File: src/rtl/sum_display_pkg.sv
// Shared definitions for the sum display driver: scan states, digit count and
// the active-low seven-segment table ({g,f,e,d,c,b,a}).
package sum_display_pkg;

    typedef enum logic [1:0] {
        DIG0 = 2'd0,
        DIG1 = 2'd1,
        DIG2 = 2'd2,
        DIG3 = 2'd3
    } scan_state_t;

    localparam int NUM_DIGITS = 4;

    localparam logic [6:0] SEG_BLANK = 7'b1111111;

    // Glyphs 0-9 and A, b, C, d, E, F; a zero bit lights the segment.
    localparam logic [6:0] SEG_TABLE [16] = '{
        7'b1000000,
        7'b1111001,
        7'b0100100,
        7'b0110000,
        7'b0011001,
        7'b0010010,
        7'b0000010,
        7'b1111000,
        7'b0000000,
        7'b0010000,
        7'b0001000,
        7'b0000011,
        7'b1000110,
        7'b0100001,
        7'b0000110,
        7'b0001110
    };

endpackage

File: src/rtl/sum_display_driver_seg7_decoder.sv
// Combinational seven-segment decoder: 4-bit value plus blank flag to
// active-low segments {g,f,e,d,c,b,a}.
module seg7_decoder
    import sum_display_pkg::*;
(
    input  logic [3:0] value,
    input  logic       blank,
    output logic [6:0] seg
);

    assign seg = blank ? SEG_BLANK : SEG_TABLE[value];

endmodule

File: src/rtl/sum_display_driver.sv
// Multiplexed 4-digit display driver for a 5-bit adder result. Define
// SUM_DISPLAY_DECIMAL_EN for a decimal tens/units readout; default is hex.
module sum_display_driver
    import sum_display_pkg::*;
#(
    parameter int REFRESH_DIV = 100000
) (
    input  logic                  clk,
    input  logic                  reset,
    input  logic [4:0]            sum,
    input  logic                  load,
    output logic [NUM_DIGITS-1:0] an,
    output logic [6:0]            seg,
    output logic                  ovf
);

    localparam int CNT_W = (REFRESH_DIV > 2) ? $clog2(REFRESH_DIV) : 1;
    localparam logic [CNT_W-1:0] CNT_LAST = CNT_W'(REFRESH_DIV - 1);

    logic [4:0]            held;
    logic [CNT_W-1:0]      refresh_cnt;
    logic                  tick;
    scan_state_t           state;
    logic [3:0]            digit_hi;
    logic [3:0]            digit_lo;
    logic [3:0]            dec_value;
    logic                  dec_blank;
    logic [6:0]            dec_seg;
    logic [NUM_DIGITS-1:0] an_next;

    always_ff @(posedge clk or posedge reset) begin
        if (reset) begin
            held <= 5'd0;
        end else if (load) begin
            held <= sum;
        end
    end

    always_ff @(posedge clk or posedge reset) begin
        if (reset) begin
            refresh_cnt <= '0;
        end else if (tick) begin
            refresh_cnt <= '0;
        end else begin
            refresh_cnt <= refresh_cnt + CNT_W'(1);
        end
    end

    assign tick = (refresh_cnt == CNT_LAST);

`ifdef SUM_DISPLAY_DECIMAL_EN
    // Held never exceeds 31, so a three-step compare replaces a divider.
    always_comb begin
        digit_hi = 4'd0;
        digit_lo = held[3:0];
        if (held >= 5'd30) begin
            digit_hi = 4'd3;
            digit_lo = 4'(held - 5'd30);
        end else if (held >= 5'd20) begin
            digit_hi = 4'd2;
            digit_lo = 4'(held - 5'd20);
        end else if (held >= 5'd10) begin
            digit_hi = 4'd1;
            digit_lo = 4'(held - 5'd10);
        end
    end
`else
    assign digit_hi = {3'b000, held[4]};
    assign digit_lo = held[3:0];
`endif

    always_comb begin
        dec_value = digit_lo;
        dec_blank = 1'b1;
        an_next   = '1;
        case (state)
            DIG0: begin
                dec_value = digit_lo;
                dec_blank = 1'b0;
                an_next   = 4'b1110;
            end
            DIG1: begin
                dec_value = digit_hi;
                dec_blank = (digit_hi == 4'd0);
                an_next   = 4'b1101;
            end
            DIG2: an_next = 4'b1011;
            DIG3: an_next = 4'b0111;
        endcase
    end

    seg7_decoder u_seg7_decoder (
        .value (dec_value),
        .blank (dec_blank),
        .seg   (dec_seg)
    );

    // Scan FSM with registered pins: the pins trail the scan state by one cycle.
    always_ff @(posedge clk or posedge reset) begin
        if (reset) begin
            state <= DIG0;
            an    <= '1;
            seg   <= SEG_BLANK;
            ovf   <= 1'b0;
        end else begin
            an  <= an_next;
            seg <= dec_seg;
            ovf <= held[4];
            if (tick) begin
                case (state)
                    DIG0: state <= DIG1;
                    DIG1: state <= DIG2;
                    DIG2: state <= DIG3;
                    DIG3: state <= DIG0;
                endcase
            end
        end
    end

endmodule

File: config.mk
export PLATFORM = sky130hd
export DESIGN_NAME = sum_display_driver
export DESIGN_NICKNAME = d
export VERILOG_FILES = /design/src/rtl/sum_display_pkg.sv /design/src/rtl/sum_display_driver_seg7_decoder.sv /design/src/rtl/sum_display_driver.sv
export SDC_FILE = /design/constraint.sdc
export NUM_CORES = 1
export LEC_CHECK = 0
export CAP_MARGIN = 10
export CORE_MARGIN = 2
export CORE_UTILIZATION = 40
export CTS_BUF_LIST = sky130_fd_sc_hd__clkbuf_8
export DETAILED_ROUTE_END_ITERATION = 12
export SYNTH_ARGS = -nofsm -noshare
export SYNTH_HDL_FRONTEND = slang
export SYNTH_SLANG_ARGS = --single-unit
File: constraint.sdc
create_clock -name clk -period 3.6 [get_ports clk]
set_input_delay 0.36 -clock clk [delete_from_list [all_inputs] [get_ports clk]]
set_output_delay 0.36 -clock clk [all_outputs]
set_load 0.05 [all_outputs]
After elaboration in Yosys (flattened, before gate mapping)
Memory sizes are Yosys's and may differ from the RTL's.
Cells that the tools add are included.
{ "classes": {"n_div": 0, "bitwise_logic": 1, "order_cmp": 1, "n_eq_ne": 4, "multipliers": 0, "muxes": 8, "shifts": 0, "addsub": 1, "n_reduce_logical": 2} }
{ "op_table": {"columns": ["cell", "count"], "rows": [
  ["$mux W7", 3],
  ["$add A17 B1 Y17 const B", 1],
  ["$eq A17 B17 Y1 const B", 1],
  ["$mux W17", 1],
  ["$pmux W4 S4", 1],
  ["$pmux W2 S4", 1],
  ["$ge A5 B5 Y1 const B", 1],
  ["$not A4 Y5", 1],
  ["$eq A2 B2 Y1 const B", 2],
  ["$logic_not A4 Y1", 1],
  ["$mux W4", 1],
  ["$eq A2 B1 Y1 const B", 1],
  ["$logic_not A2 Y1", 1],
  ["$pmux W1 S2", 1]
]} }
{ "word_totals": {"latchBits": 0, "n_memories": 1, "ff_bits": 36, "ramBits": 0, "romBits": 112} }
{ "mem_list": {"columns": ["name", "words", "word_bits", "rd", "rd_clocked_by_memory_dff", "wr", "line_no", "rtl"], "rows": [
  ["(name not given)", 16, 7, 1, 0, 0, "sum_display_driver_seg7_decoder.sv:11", "assign seg = blank ? SEG_BLANK : SEG_TABLE[value];"]
]} }

Longest topological paths before layout
Gate-level depths: netlist (run 1).
{ "depth": {"word_depth": 7, "mapped_depth": 10} }

By module
A second synthesis (run 1) with hierarchy kept.
{ "hier_totals": {"hier_cells": 156, "hier_area_um2": 1855.5} }
{ "by_module_without_submodules": {"columns": ["mod", "cells_per_inst", "seq_area_each_um2", "instances", "area_per_inst_um2"], "rows": [
  ["sum_display_driver", 121, 914.6, 1, 1556.5],
  ["seg7_decoder", 35, 0.0, 1, 299.0]
]} }

Worst setup path before layout (run 1)
No wires, ideal clock.
{ "synth_timing": {"path_kind": "reg2reg", "startpoint": "register state[1]", "endpoint": "register seg[3]", "arrival_ns": 1.940, "n_path_buf": 1, "stages_incl_launch_ff": 11, "synth_period_minus_slack_ns": 2.033, "path_slack_ns": 1.567, "path_cell_list": "dfrtp_1 inv_1 ha_1 clkbuf_1 nand2b_1 inv_1 ha_1 mux2i_1 nor3b_1 a211oi_1 o21ai_0"} }
{ "synth_between": {"elab_chain_len": 7, "elab_cells_between_ends": 9, "classes_between": "eq/ne (1); mux (5); bitwise (1); reduce/logical (1); memory (1)"} }
{ "synth_lines": {"columns": ["element", "line_no", "rtl"], "rows": [
  ["from (decl)", "sum_display_driver.sv:23", "scan_state_t state;"],
  ["from (signal assigned)", "sum_display_driver.sv:101", "state <= DIG0;"],
  ["from (signal assigned)", "sum_display_driver.sv:111", "DIG0: state <= DIG1;"],
  ["from (signal assigned)", "sum_display_driver.sv:112", "DIG1: state <= DIG2;"],
  ["$eq A2 B1 Y1", "sum_display_driver.sv:76", "case (state)"],
  ["$mux W4", "sum_display_driver.sv:76", null],
  ["$not A4 Y5 (implied by the code)", "sum_display_driver_seg7_decoder.sv:11", null],
  ["$mem_v2 Z16 W7", null, null],
  ["$mux W7 (implied by the code) (2 in a row)", "sum_display_driver_seg7_decoder.sv:11", null],
  ["$mux W7 (*)", "sum_display_driver_seg7_decoder.sv:11", null],
  ["via dec_seg[3]", "sum_display_driver.sv:28", "logic [6:0] dec_seg;"],
  ["to (signal assigned)", "sum_display_driver.sv:107", "seg <= dec_seg;"],
  ["to (decl)", "sum_display_driver.sv:13", "output logic [6:0] seg,"]
]} }
The timed path passes the listed nets; every way through them passes the cells marked *. The select of a mux whose other input is x is not followed.
A chain may end at the register's enable or synchronous reset.

Worst setup path after layout (run 1)
{ "layout_timing": {"startpoint": "register state[1]", "endpoint": "register seg[5]"} }
Same word-level chain as after synthesis.

==> impl_metrics.toml, run 1 <==
[synthesis]
synth_common_cells = "25 x dfrtp_1, 18 x nor2_1, 14 x ha_1"
syn_inst = 166
ys_seq_area_share_pct = 49.1
synth_edf_count = 0
async_reset_ff_share_pct = 100
ys_top_cells_by_area = "dfrtp_1 34%, dfstp_2 16%, ha_1 9.4%"
synth-warning-count = 0
synth.top_cell.area_share_pct = 33.6
yosys.area.top_type = "dfrtp_1"
synth_most_common_cell = "dfrtp_1"
ys_types = 41
synth_area_um2 = 1860
synth_ff_type = "dfrtp_1"
synth-seq-cells = 36
syn_nets = 188
synth.avg_cell_area_um2 = 11.2

[timing]
setup_viol = 0
fmax_mhz = 391
slew_headroom_pct = 40.7
tightest_slew_ns = 0.889
rsz0062_at_grt = "no"
totalNegativeSetupSlack_ns = 0
period_share_pct = 71.0
finClkSkew_ns = 0.00897
post-route-min-period_ns = 2.55
finalHoldViolCount = 0
drv_slew = 0

[critical_path]
path_cells = "inv_1 > ha_1 > mux2i_1 > inv_1 > ha_1 > mux2i_1 > nor3b_1 > a211o_1"
crit_slowest_cell = "mux2i_1"
end_kind = "flop"
critPathTopFamily = "adder cells"
cp-start-kind = "flop"
critPathKind = "flop to flop"
cp.arrival_ns = 2.75
path_buf_inv = 2
worstPathMaxFanout = 13
cp.required_ns = 3.79
cp_slowest_stage_delay_ns = 0.51

[hold_path]
hold_class = "flop to flop"

[route]
drtPass1Iterations = 4
drt-total-wl_um = 3100
avgRoutedWirePerCell_um = 12.9
drtAntennaViolNets = 0
vias = 1227
drc_errors = 0
drt_iter0_markers = 74
avgViaCountPerCell = 5.09

[power_and_ir_drop]
p_leak_nw = 0.979
p_per_area_nw_per_um2 = 394
finalPower_w = 0.000860
peakVddDrop_mv = 0.233

[clock_tree]
hold_buffers = 0
clock-sinks = 36
cts_root_buffer = "clkbuf_8"
clk_latency_ns = 0.28
cts_resized = 0
clk_pin_slew_ns = 0.07
cts_tree = "built"
cts_max_level = 2
clk_path_buf_depth = 2
postCtsSetupBuffers = 0
cts_buffers = 5

[die]
fp.dieW_um = 72.2
fp.dieArea_um2 = 5220
io_pins = 20
coreArea_um2 = 4410
die_h_um = 72.2
initial_core_util_pct = 42.2
num_rows = 24

[finish]
fin_cells = 241
post-route-util_pct = 49.4
fin_nets = 210
area_delta_synth_final_pct = 17.1
diodes = 0
drive_gt1_share_pct = 17.5

[global_route]
grt_pass1_wl_um = 5540
antenna_found_initial = 0
grt_usage_pct = 13.6
grt_max_degree = 25
grt_overflow_total = 0
grt_pass1_vias = 1247

[outcome]
status = "completed"

[place]
gp_congestion = 0.781
dpl.hpwl_um = 2310
dp.cells = 233
portBuffers = 19

[flow_run]
max_cap_violations = 0
-- logic make-up (layout without fill, tap and decap cells) --
logic type                 count (synthesis)  after routing  share of synthesized area [%]
muxes                                     10             10                           5.78
AOI/OAI and AO/OA                         21             21                           7.19
DFF                                       36             36                           49.1
adders and majority gates                 14             14                           9.41
xor gates and xnor gates                  14             14                           6.59
buffers and inverters                     18             41                           4.03
and+or+nand+nor                           53             53                           17.9
-- through the flow --
stage                     setup slack, ns  hold WS [ns]  area [um^2]
final                                1.05         0.461         2180
after global routing                0.810         0.481         2180
after CTS                            1.06         0.463         2180
after detailed placement             1.11         0.445         2100
after global placement               1.26         0.447         2100
after floorplan                      1.57         0.390         1860
-- layout by cell type (no fill, tap or decap), types with 5 or more instances in the layout --
master	synthesis	final
dfrtp_1	25	25
clkdlybuf4s50_1	0	19
nor2_1	18	18
inv_1	13	15
ha_1	14	14
dfstp_2	11	11
nand2_1	7	7
xnor2_1	7	7
xor2_1	7	7
a21oi_1	6	6
mux2_2	6	6
clkbuf_8	0	5
-- registers in the layout, summed over array words and instances, names as in the netlist --
name / count
an: 4
held: 5
ovf: 1
refresh_cnt: 17
seg: 7
state: 2
-- final timing paths --
kind | startpoint | end | slack [ns] | cells after the start
hold / removal | held[4] | ovf | 0.46 | 0
max in group asynchronous | reset | an[1] | 2.24 | 3
setup reg to reg | state[1] | seg[5] | 1.05 | 8
hold reg to reg | held[4] | ovf | 0.46 | 0
min in group asynchronous | reset | refresh_cnt[3] | 0.57 | 2
setup / recovery | state[1] | seg[5] | 1.05 | 8
-- layout make-up --
| class | instances | area [um^2] |
|---|---|---|
| Inverter | 13 | 48.8 |
| Timing Repair Buffer | 20 | 198 |
| Tap cell | 52 | 65.1 |
| Sequential cell | 36 | 915 |
| Clock buffer | 5 | 68.8 |
| Clock inverter | 3 | 12.5 |
| Multi-Input combinational cell | 112 | 872 |
| Fill cell | 404 | 2230 |
-- routing by layer --
layer	vias up	part of all wire, %	wire [um]	track usage [%]
li1	610	-	-	-
met4	0	1.1	34	4.40
met5	-	0	0	0
met3	5	4.1	126	3.75
met1	588	46	1420	17.1
met2	24	49	1520	22.5
-- power by group --
| group | switching [W] | internal [W] | total, W | leakage [nW] |
|---|---|---|---|---|
| clock network | 0.000127 | 0.000130 | 0.000257 | 0.0505 |
| logic | 0.0000921 | 0.0000600 | 0.000152 | 0.492 |
| registers | 0.0000167 | 0.000434 | 0.000450 | 0.436 |
| total | 0.000236 | 0.000623 | 0.000860 | 0.979 |
No activity file was read; power rests on OpenSTA's default activity.
==> inputs of run 2 (changes only) <==
- clock period: 3.6 -> 2.4 ns (I/O delays scaled with it)
==> impl_metrics.toml, run 2 (synthesis results as in run 1) <==
[critical_path]
rr_worst_depth = 9
cp_slowest_stage_delay_ns = 0.42
path_buf_inv = 2
critPathKind = "flop to flop"
worstReg2RegEnd = "seg[3]"
cp.required_ns = 2.59
path_cells = "inv_1 > ha_1 > mux2i_2 > inv_1 > ha_1 > mux2i_1 > nor3b_1 > a211oi_1 > o21ai_0"
reg2reg_from = "state[1]"
critPathLaunch = "state[1]"
cp.arrival_ns = 2.36
r2r_slack_ns = 0.23
worstPathMaxFanout = 6
end_kind = "flop"
cp-start-kind = "flop"
crit_slowest_cell = "dfrtp_1"
critPathTopFamily = "multiplexers"

[route]
drtAntennaViolNets = 0
avgViaCountPerCell = 5.20
drt-total-wl_um = 3380
drt_iter0_markers = 101
drtPass1Iterations = 4
drc_errors = 0
vias = 1269
avgRoutedWirePerCell_um = 13.8

[outcome]
status = "completed"

[clock_tree]
cts_max_level = 2
clk_pin_slew_ns = 0.08
cts_tree = "built"
clock-sinks = 36
clk_latency_ns = 0.29
clk_path_buf_depth = 2
cts_root_buffer = "clkbuf_8"
cts_buffers = 5

[global_route]
grt_max_degree = 24
antenna_found_initial = 0
grt_pass1_wl_um = 5820
grt_pass1_vias = 1307
grt_usage_pct = 14.4
grt_overflow_total = 0

[power_and_ir_drop]
p_leak_nw = 0.994
p_per_area_nw_per_um2 = 602
finalPower_w = 0.00133
peakVddDrop_mv = 0.260

[finish]
area_delta_synth_final_pct = 18.8
multi_input_area_um2 = 876
diodes = 0
largest_reg_flops = 17
top_regs = "refresh_cnt x17, seg x7, held x5"
mostFrequentLayoutCell = "dfrtp_1"
final_cell_area_um2 = 2210
fin_cells = 244
final_cell_mix = "25 x dfrtp_1, 19 x clkdlybuf4s50_1, 18 x nor2_1, 14 x ha_1, 13 x inv_1"
nFillCells = 402
fin_nets = 213
post-route-util_pct = 50.1
ff_latch_area_um2 = 915
regMostFlops = "refresh_cnt"
drive_gt1_share_pct = 20.3

[die]
die_h_um = 72.2
initial_core_util_pct = 42.2
num_rows = 24
io_pins = 20
coreArea_um2 = 4410
fp.dieArea_um2 = 5220
fp.dieW_um = 72.2

[timing]
fmax_mhz = 461
slew_headroom_pct = 66.6
totalNegativeSetupSlack_ns = 0
rsz0062_at_grt = "no"
post-route-min-period_ns = 2.17
finClkSkew_ns = 0.0119
tightest_slew_ns = 0.499
finalHoldViolCount = 0
period_share_pct = 90.4
drv_slew = 0
setup_viol = 0

[place]
dpl.hpwl_um = 2470
dp.cells = 236
portBuffers = 19
gp_congestion = 0.850
post_dp_cell_area_um2 = 2120

[flow_run]
max_cap_violations = 0

[hold_path]
hold_class = "input pin to asynchronous set/reset pin"
run 2: changes by cell type in the layout (fill, tap and decap cells not counted), sizes merged:
cell	before	now
buf	1	4
clkinv	1	3
inv	15	13
run 2: final cells by class:
| cell class | count | share of cell area (%) |
|---|---|---|
| Sequential cell | 36 | 41.3 |
| Multi-Input combinational cell | 112 | 39.6 |
| Timing Repair Buffer | 23 | 9.95 |
| Clock buffer | 5 | 3.11 |
| Tap cell | 52 | 2.94 |
| Inverter | 13 | 2.21 |
| Clock inverter | 3 | 0.848 |
run 2: stage by stage:
stage / hold WS [ns] / setup slack, ns
4_1_cts: 0.258 / 0.160
6_report: 0.257 / 0.230
3_5_place_dp: 0.464 / 0.196
2_1_floorplan: 0.390 / 0.367
5_1_grt: 0.281 / 0.0478
3_3_place_gp: 0.450 / 0.289
run 2: power breakdown:
group	total [W]	switching (W)	internal, W
Combinational	0.000232	0.000139	0.0000926
Clock	0.000424	0.000222	0.000202
Sequential	0.000675	0.0000257	0.000650
run 2: layer usage:
layer	vias up	track usage, %	part of all wire (%)	wire (um)
met5	-	0	0	0
met4	0	6.71	1.9	63
met3	7	3.89	4.3	146
met2	29	22.9	49	1660
met1	616	18.1	45	1510
li1	617	-	-	-
run 2: worst max-delay path by stage:
stage,end,slack (ns),cells after the start
after floorplan,seg[3],0.37,10
after global placement,seg[6],0.29,8
after detailed placement,seg[5],0.20,8
after CTS,seg[5],0.16,8
after global routing,seg[5],0.05,8
final,seg[3],0.23,9
run 2: what timing repair did:
item,4_1_cts,5_1_grt
setup endpoints to repair,0,4
hold buffers,0,0
buffers inserted,0,0
resized for setup,0,1
run 2: worst min-delay path, cell delays in order:
cell and delay [ns]:
clkdlybuf4s50_1 0.39, inv_1 0.07, buf_4 0.21
==> inputs of run 3 (changes only) <==
- CTS_BUF_LIST: sky130_fd_sc_hd__clkbuf_8 -> not set
- HOLD_SLACK_MARGIN: not set -> 0.08
==> results of run 3 <==
The final DEF is identical to that of run 2; final timing and power are the same.
